File: src/rtl/ps2_frame_sequencer.sv
// PS/2 receive sequencer: synchronises the raw lines, frames 11-bit words, and emits scan code + qualifier pulses.
// Optional E0/F0 prefix folding is enabled by defining PS2_PREFIX_DECODE_EN.
module ps2_frame_sequencer #(
  parameter int unsigned SYNC_STAGES    = 2,
  parameter int unsigned TIMEOUT_CYCLES = 50000,
  parameter int unsigned CNT_W          = 16
) (
  input  logic       control_clock,
  input  logic       control_reset,
  input  logic       ps2_clk_in,
  input  logic       ps2_data_in,
  output logic [7:0] scan_code_for_buffering,
  output logic       parity_detected,
  output logic       strobe_detected,
  output logic       frame_error,
  output logic       busy,
  output logic       extended_key,
  output logic       key_released
);

  localparam logic [1:0] ST_IDLE   = 2'd0;
  localparam logic [1:0] ST_DATA   = 2'd1;
  localparam logic [1:0] ST_PARITY = 2'd2;
  localparam logic [1:0] ST_STOP   = 2'd3;

  localparam logic [CNT_W-1:0] WDOG_LAST = CNT_W'(TIMEOUT_CYCLES - 1);

  logic [SYNC_STAGES-1:0] clk_sync_q, clk_sync_d;
  logic [SYNC_STAGES-1:0] data_sync_q, data_sync_d;
  logic                   clk_prev_q, clk_prev_d;
  logic [1:0]             state_q, state_d;
  logic [2:0]             bit_cnt_q, bit_cnt_d;
  logic [7:0]             shift_q, shift_d;
  logic                   parity_ok_q, parity_ok_d;
  logic                   stop_q, stop_d;
  logic                   fin_q, fin_d;
  logic [CNT_W-1:0]       wdog_q, wdog_d;
  logic [7:0]             scan_q, scan_d;
  logic                   par_det_q, par_det_d;
  logic                   stb_det_q, stb_det_d;
  logic                   ferr_q, ferr_d;
  logic                   busy_q, busy_d;

  logic                   fall_c;
  logic                   data_c;
  logic                   frame_ok_c;

`ifdef PS2_PREFIX_DECODE_EN
  logic ext_flag_q, ext_flag_d;
  logic rel_flag_q, rel_flag_d;
  logic ext_key_q, ext_key_d;
  logic rel_key_q, rel_key_d;
`endif

  assign fall_c     = clk_prev_q & ~clk_sync_q[SYNC_STAGES-1];
  assign data_c     = data_sync_q[SYNC_STAGES-1];
  assign frame_ok_c = parity_ok_q & stop_q;

  // Next-state, watchdog and delivery logic
  always_comb begin
    clk_sync_d  = {clk_sync_q[SYNC_STAGES-2:0], ps2_clk_in};
    data_sync_d = {data_sync_q[SYNC_STAGES-2:0], ps2_data_in};
    clk_prev_d  = clk_sync_q[SYNC_STAGES-1];
    state_d     = state_q;
    bit_cnt_d   = bit_cnt_q;
    shift_d     = shift_q;
    parity_ok_d = parity_ok_q;
    stop_d      = stop_q;
    fin_d       = 1'b0;
    wdog_d      = wdog_q;
    scan_d      = scan_q;
    par_det_d   = 1'b0;
    stb_det_d   = 1'b0;
    ferr_d      = 1'b0;
`ifdef PS2_PREFIX_DECODE_EN
    ext_flag_d  = ext_flag_q;
    rel_flag_d  = rel_flag_q;
    ext_key_d   = ext_key_q;
    rel_key_d   = rel_key_q;
`endif

    // A falling edge always beats a simultaneous expiry
    if ((state_q == ST_IDLE) || fall_c) begin
      wdog_d = '0;
    end else if (wdog_q == WDOG_LAST) begin
      wdog_d  = '0;
      state_d = ST_IDLE;
      ferr_d  = 1'b1;
`ifdef PS2_PREFIX_DECODE_EN
      ext_flag_d = 1'b0;
      rel_flag_d = 1'b0;
`endif
    end else begin
      wdog_d = wdog_q + CNT_W'(1);
    end

    if (fall_c) begin
      case (state_q)
        ST_IDLE: begin
          if (!data_c) begin
            state_d   = ST_DATA;
            bit_cnt_d = 3'd0;
          end
        end
        ST_DATA: begin
          shift_d = {data_c, shift_q[7:1]};
          if (bit_cnt_q == 3'd7) begin
            state_d = ST_PARITY;
          end else begin
            bit_cnt_d = bit_cnt_q + 3'd1;
          end
        end
        ST_PARITY: begin
          parity_ok_d = ^{shift_q, data_c};
          state_d     = ST_STOP;
        end
        default: begin
          stop_d  = data_c;
          fin_d   = 1'b1;
          state_d = ST_IDLE;
        end
      endcase
    end

    // Completed frame is presented one cycle after the stop edge
    if (fin_q) begin
`ifdef PS2_PREFIX_DECODE_EN
      if (frame_ok_c && (shift_q == 8'hE0)) begin
        ext_flag_d = 1'b1;
      end else if (frame_ok_c && (shift_q == 8'hF0)) begin
        rel_flag_d = 1'b1;
      end else begin
        scan_d     = shift_q;
        par_det_d  = parity_ok_q;
        stb_det_d  = stop_q;
        ferr_d     = ~frame_ok_c;
        ext_key_d  = frame_ok_c & ext_flag_q;
        rel_key_d  = frame_ok_c & rel_flag_q;
        ext_flag_d = 1'b0;
        rel_flag_d = 1'b0;
      end
`else
      scan_d    = shift_q;
      par_det_d = parity_ok_q;
      stb_det_d = stop_q;
      ferr_d    = ~frame_ok_c;
`endif
    end

    busy_d = (state_d != ST_IDLE);
  end

  // State and output registers; synchronisers reset to the idle-high line level
  always_ff @(posedge control_clock or posedge control_reset) begin
    if (control_reset) begin
      clk_sync_q  <= '1;
      data_sync_q <= '1;
      clk_prev_q  <= 1'b1;
      state_q     <= ST_IDLE;
      bit_cnt_q   <= 3'd0;
      shift_q     <= 8'd0;
      parity_ok_q <= 1'b0;
      stop_q      <= 1'b0;
      fin_q       <= 1'b0;
      wdog_q      <= '0;
      scan_q      <= 8'd0;
      par_det_q   <= 1'b0;
      stb_det_q   <= 1'b0;
      ferr_q      <= 1'b0;
      busy_q      <= 1'b0;
`ifdef PS2_PREFIX_DECODE_EN
      ext_flag_q  <= 1'b0;
      rel_flag_q  <= 1'b0;
      ext_key_q   <= 1'b0;
      rel_key_q   <= 1'b0;
`endif
    end else begin
      clk_sync_q  <= clk_sync_d;
      data_sync_q <= data_sync_d;
      clk_prev_q  <= clk_prev_d;
      state_q     <= state_d;
      bit_cnt_q   <= bit_cnt_d;
      shift_q     <= shift_d;
      parity_ok_q <= parity_ok_d;
      stop_q      <= stop_d;
      fin_q       <= fin_d;
      wdog_q      <= wdog_d;
      scan_q      <= scan_d;
      par_det_q   <= par_det_d;
      stb_det_q   <= stb_det_d;
      ferr_q      <= ferr_d;
      busy_q      <= busy_d;
`ifdef PS2_PREFIX_DECODE_EN
      ext_flag_q  <= ext_flag_d;
      rel_flag_q  <= rel_flag_d;
      ext_key_q   <= ext_key_d;
      rel_key_q   <= rel_key_d;
`endif
    end
  end

  assign scan_code_for_buffering = scan_q;
  assign parity_detected         = par_det_q;
  assign strobe_detected         = stb_det_q;
  assign frame_error             = ferr_q;
  assign busy                    = busy_q;
`ifdef PS2_PREFIX_DECODE_EN
  assign extended_key            = ext_key_q;
  assign key_released            = rel_key_q;
`else
  assign extended_key            = 1'b0;
  assign key_released            = 1'b0;
`endif

endmodule

File: config.mk
export PLATFORM = sky130hd
export DESIGN_NAME = ps2_frame_sequencer
export DESIGN_NICKNAME = d
export VERILOG_FILES = /design/src/rtl/ps2_frame_sequencer.sv
export SDC_FILE = /design/constraint.sdc
export NUM_CORES = 1
export LEC_CHECK = 0
export ABC_AREA = 1
export CAP_MARGIN = 30
export CORE_AREA = 2 2 69 71
export CTS_CLUSTER_SIZE = 28
export DETAILED_ROUTE_END_ITERATION = 12
export DIE_AREA = 0 0 71 73
export PLACE_DENSITY = 0.84
export SLEW_MARGIN = 25
export SYNTH_ARGS = -nofsm -noshare
export SYNTH_HDL_FRONTEND = slang
export SYNTH_SLANG_ARGS = --single-unit
File: constraint.sdc
create_clock -name control_clock -period 1.75 [get_ports control_clock]
set_clock_uncertainty 0.1 [all_clocks]
set_input_delay 0.2625 -clock control_clock [delete_from_list [all_inputs] [get_ports control_clock]]
set_output_delay 0.2625 -clock control_clock [all_outputs]
set_load 0.005 [all_outputs]
==> results.md <==
- # DRC: 0
- Fmax: 613.4 MHz
- Fin nets: 314
- DR WL/cell: 11.52 µm
- Setup WS pre-CTS: 0.05974 ns
- CP Data Arrival Time: 1.72 ns
- Register-to-Register Path Depth: 8
- Layout cell share with drive strength beyond 1: 12.34%
- Fin area: 2716 µm²
- Final setup margin: 0.1197 ns
- Reg-to-reg startpoint: wdog_q[0]
- Cell Area, Synth: 2350 µm²
- Clock transition at the registers of the reported paths: 0.09 ns
- Crit path time final: 1.630 ns
- Final Hold Vio Count: 0
- Clock Tree Buf Depth: 2
- Later-pin clock latency in the skew report: 0.30 ns
- Final worst-path cycle share: 93.16%
- 1st-iter DRT viols: 125
- Worst hold path type: input port to async pin
- Worst Hold Slack: 0.1610 ns
- CTS Root Cell: clkbuf_8
- Vias: 1860
- Die width: 71 µm
- Starting Density: 51.81%
- CP Capture Type: register
- Avg Cell Area, Syn: 8.245 µm²
- TritonCTS Sinks: 49
- Commonest non-fill, non-tap cell in the layout: nand2_1
- Max cap viols: 0
- RSZ-0062 raised after global routing: false
- PwrDens: 987.6 nW/µm²
- P_leak: 1.344 nW
- # H-tree levels: 2
- Required time of the critical path: 1.83 ns
- Placed Instance Area: 2582 µm²
- Maximum VDD drop: 0.6501 mV
- CP Launch Type: register
- Sequential fraction of the synthesis area: 52.45%
- DP Wirelength: 3109 µm
- Final Power: 2.683 mW
- DRT antenna net count: 0
- Area of the die: 5183 µm²
- Setup TNS: 0 ns
- Setup Viol. Count Final: 0
- Antenna cells: 0
- Final wirelength: 4169 µm
- CTS Buf Count: 5
- Vias per cell: 5.138
- Drt pass-1 iters: 5
- Reg-to-Reg End: busy
- GRT overflow: 0
- Status: finished, final reports clean
- Port Buf Inserts: 15
- Hold Buf Count CTS: 0
- WS Path Type: register to register
- GP Congestion: 0.8965
- First-pass GRT wire length: 7431 µm
- Pins Over Slew Limit: 0
- Synth cell types: 28
- Crit Path Max Fanout: 5
- Syn. warnings: 0
- Area grow syn2layout: 15.60%
- Total GRT Usage: 18.11%
- Most frequent cells in the layout: nand2_1 (76), dfrtp_1 (44), inv_1 (37)
- TritonCTS clock tree: built
- FF-to-FF setup slack: 0.12 ns
- Core Rows: 25
- Core area: 4536 µm²
- #FFs+latches synth: 49
- Boundary pin count: 18
- Vias in the first global route: 1773
- Initial antenna violation count: 0
- Synthesized instance count: 285
- Die Y-Extent: 73 µm
- Pin count of the biggest net entering global routing: 29
## synthesized netlist by cell type, drive strengths merged
cell type / number / area (µm²)
nand4: 4 / 25.02
nor2: 40 / 170.2
conb: 1 / 3.750
nand2: 80 / 310.3
clkinv: 1 / 3.750
o21ai: 15 / 75.07
ha: 3 / 37.54
inv: 42 / 157.6
nand3: 20 / 115.1
xor2: 7 / 61.31
nor3b: 2 / 25.02
xnor2: 1 / 8.760
nor3: 9 / 56.31
dfrtp: 44 / 1101
a21oi: 5 / 25.02
mux2: 1 / 11.26
buf: 3 / 20.01
dfstp: 5 / 131.4
clkbuf: 1 / 3.750
a22oi: 1 / 7.510
## layer usage
| metal | share of wire [%] | track usage (%) | vias to the layer above |
|---|---|---|---|
| met5 | 0 | 0 | - |
| met4 | 1.4 | 6.080 | 0 |
| met3 | 3.6 | 3.729 | 5 |
| met2 | 49 | 31.15 | 34 |
| met1 | 46 | 22.97 | 892 |
| li1 | - | - | 929 |
## worst max-delay path: stages (launching register included)
cell and delay [ns]:
dfrtp_1 0.38, ha_1 0.22, nand3_2 0.19, nor2_2 0.17, nand3_1 0.15, nand2_1 0.10
nand2_1 0.05, nand2_1 0.09, nand3_1 0.07
## cells by family after synthesis
group           synth area share (%)
fa+ha+maj                      1.598
compound gates                 4.579
xor+xnor                       2.982
buf+inv                        7.880
other cells                   0.1596
mux                           0.4792
simple gates                   29.87
flops                          52.45
## registers in the layout, indices dropped and copies added, names as in the netlist, 2 cells and up
| signal | cells |
|---|---|
| wdog_q | 16 |
| scan_code_for_buffering | 8 |
| shift_q | 8 |
| bit_cnt_q | 3 |
| clk_sync_q | 2 |
| data_sync_q | 2 |
| state_q | 2 |
## area by class of cell
type	count	area, µm²
flip-flops and latches	49	1232
fillers	380	1819
repair buffers	18	185.2
clock inverters	2	37.54
clock buffers	6	82.58
well taps	54	67.56
inverters	43	161.4
multi-input cells	190	949.7
## timing repair
| item | in CTS | in global routing |
|---|---|---|
| resized for setup | 0 | 4 |
| endpoints found under the setup margin | 0 | 4 |
| setup buffers | 0 | 0 |
## how the worst max path moves through the flow
| stage | from | endpoint | cells past startpoint |
|---|---|---|---|
| 3_3_place_gp | bit_cnt_q[0] | bit_cnt_q[0] | 8 |
| 4_1_cts | bit_cnt_q[0] | bit_cnt_q[0] | 8 |
| 3_5_place_dp | bit_cnt_q[0] | bit_cnt_q[0] | 8 |
| 2_1_floorplan | control_reset | bit_cnt_q[0] | 1 |
| 5_1_grt | wdog_q[0] | busy | 8 |
| 6_report | wdog_q[0] | busy | 8 |
## report_power, final
part	switching, mW	total (mW)	internal (mW)
combinational	0.298	0.480	0.182
clock	0.373	0.838	0.465
sequential	0.112	1.36	1.25
total	0.783	2.68	1.90
## stage by stage
step | std cells | utilization [%]
2_1_floorplan | 286 | -
3_3_place_gp | 354 | 56.94
3_5_place_dp | 354 | 56.94
4_1_cts | 362 | 59.59
5_1_grt | 362 | 59.89
6_report | 362 | 59.89
Note: power is estimated with default switching activity, not from simulation.
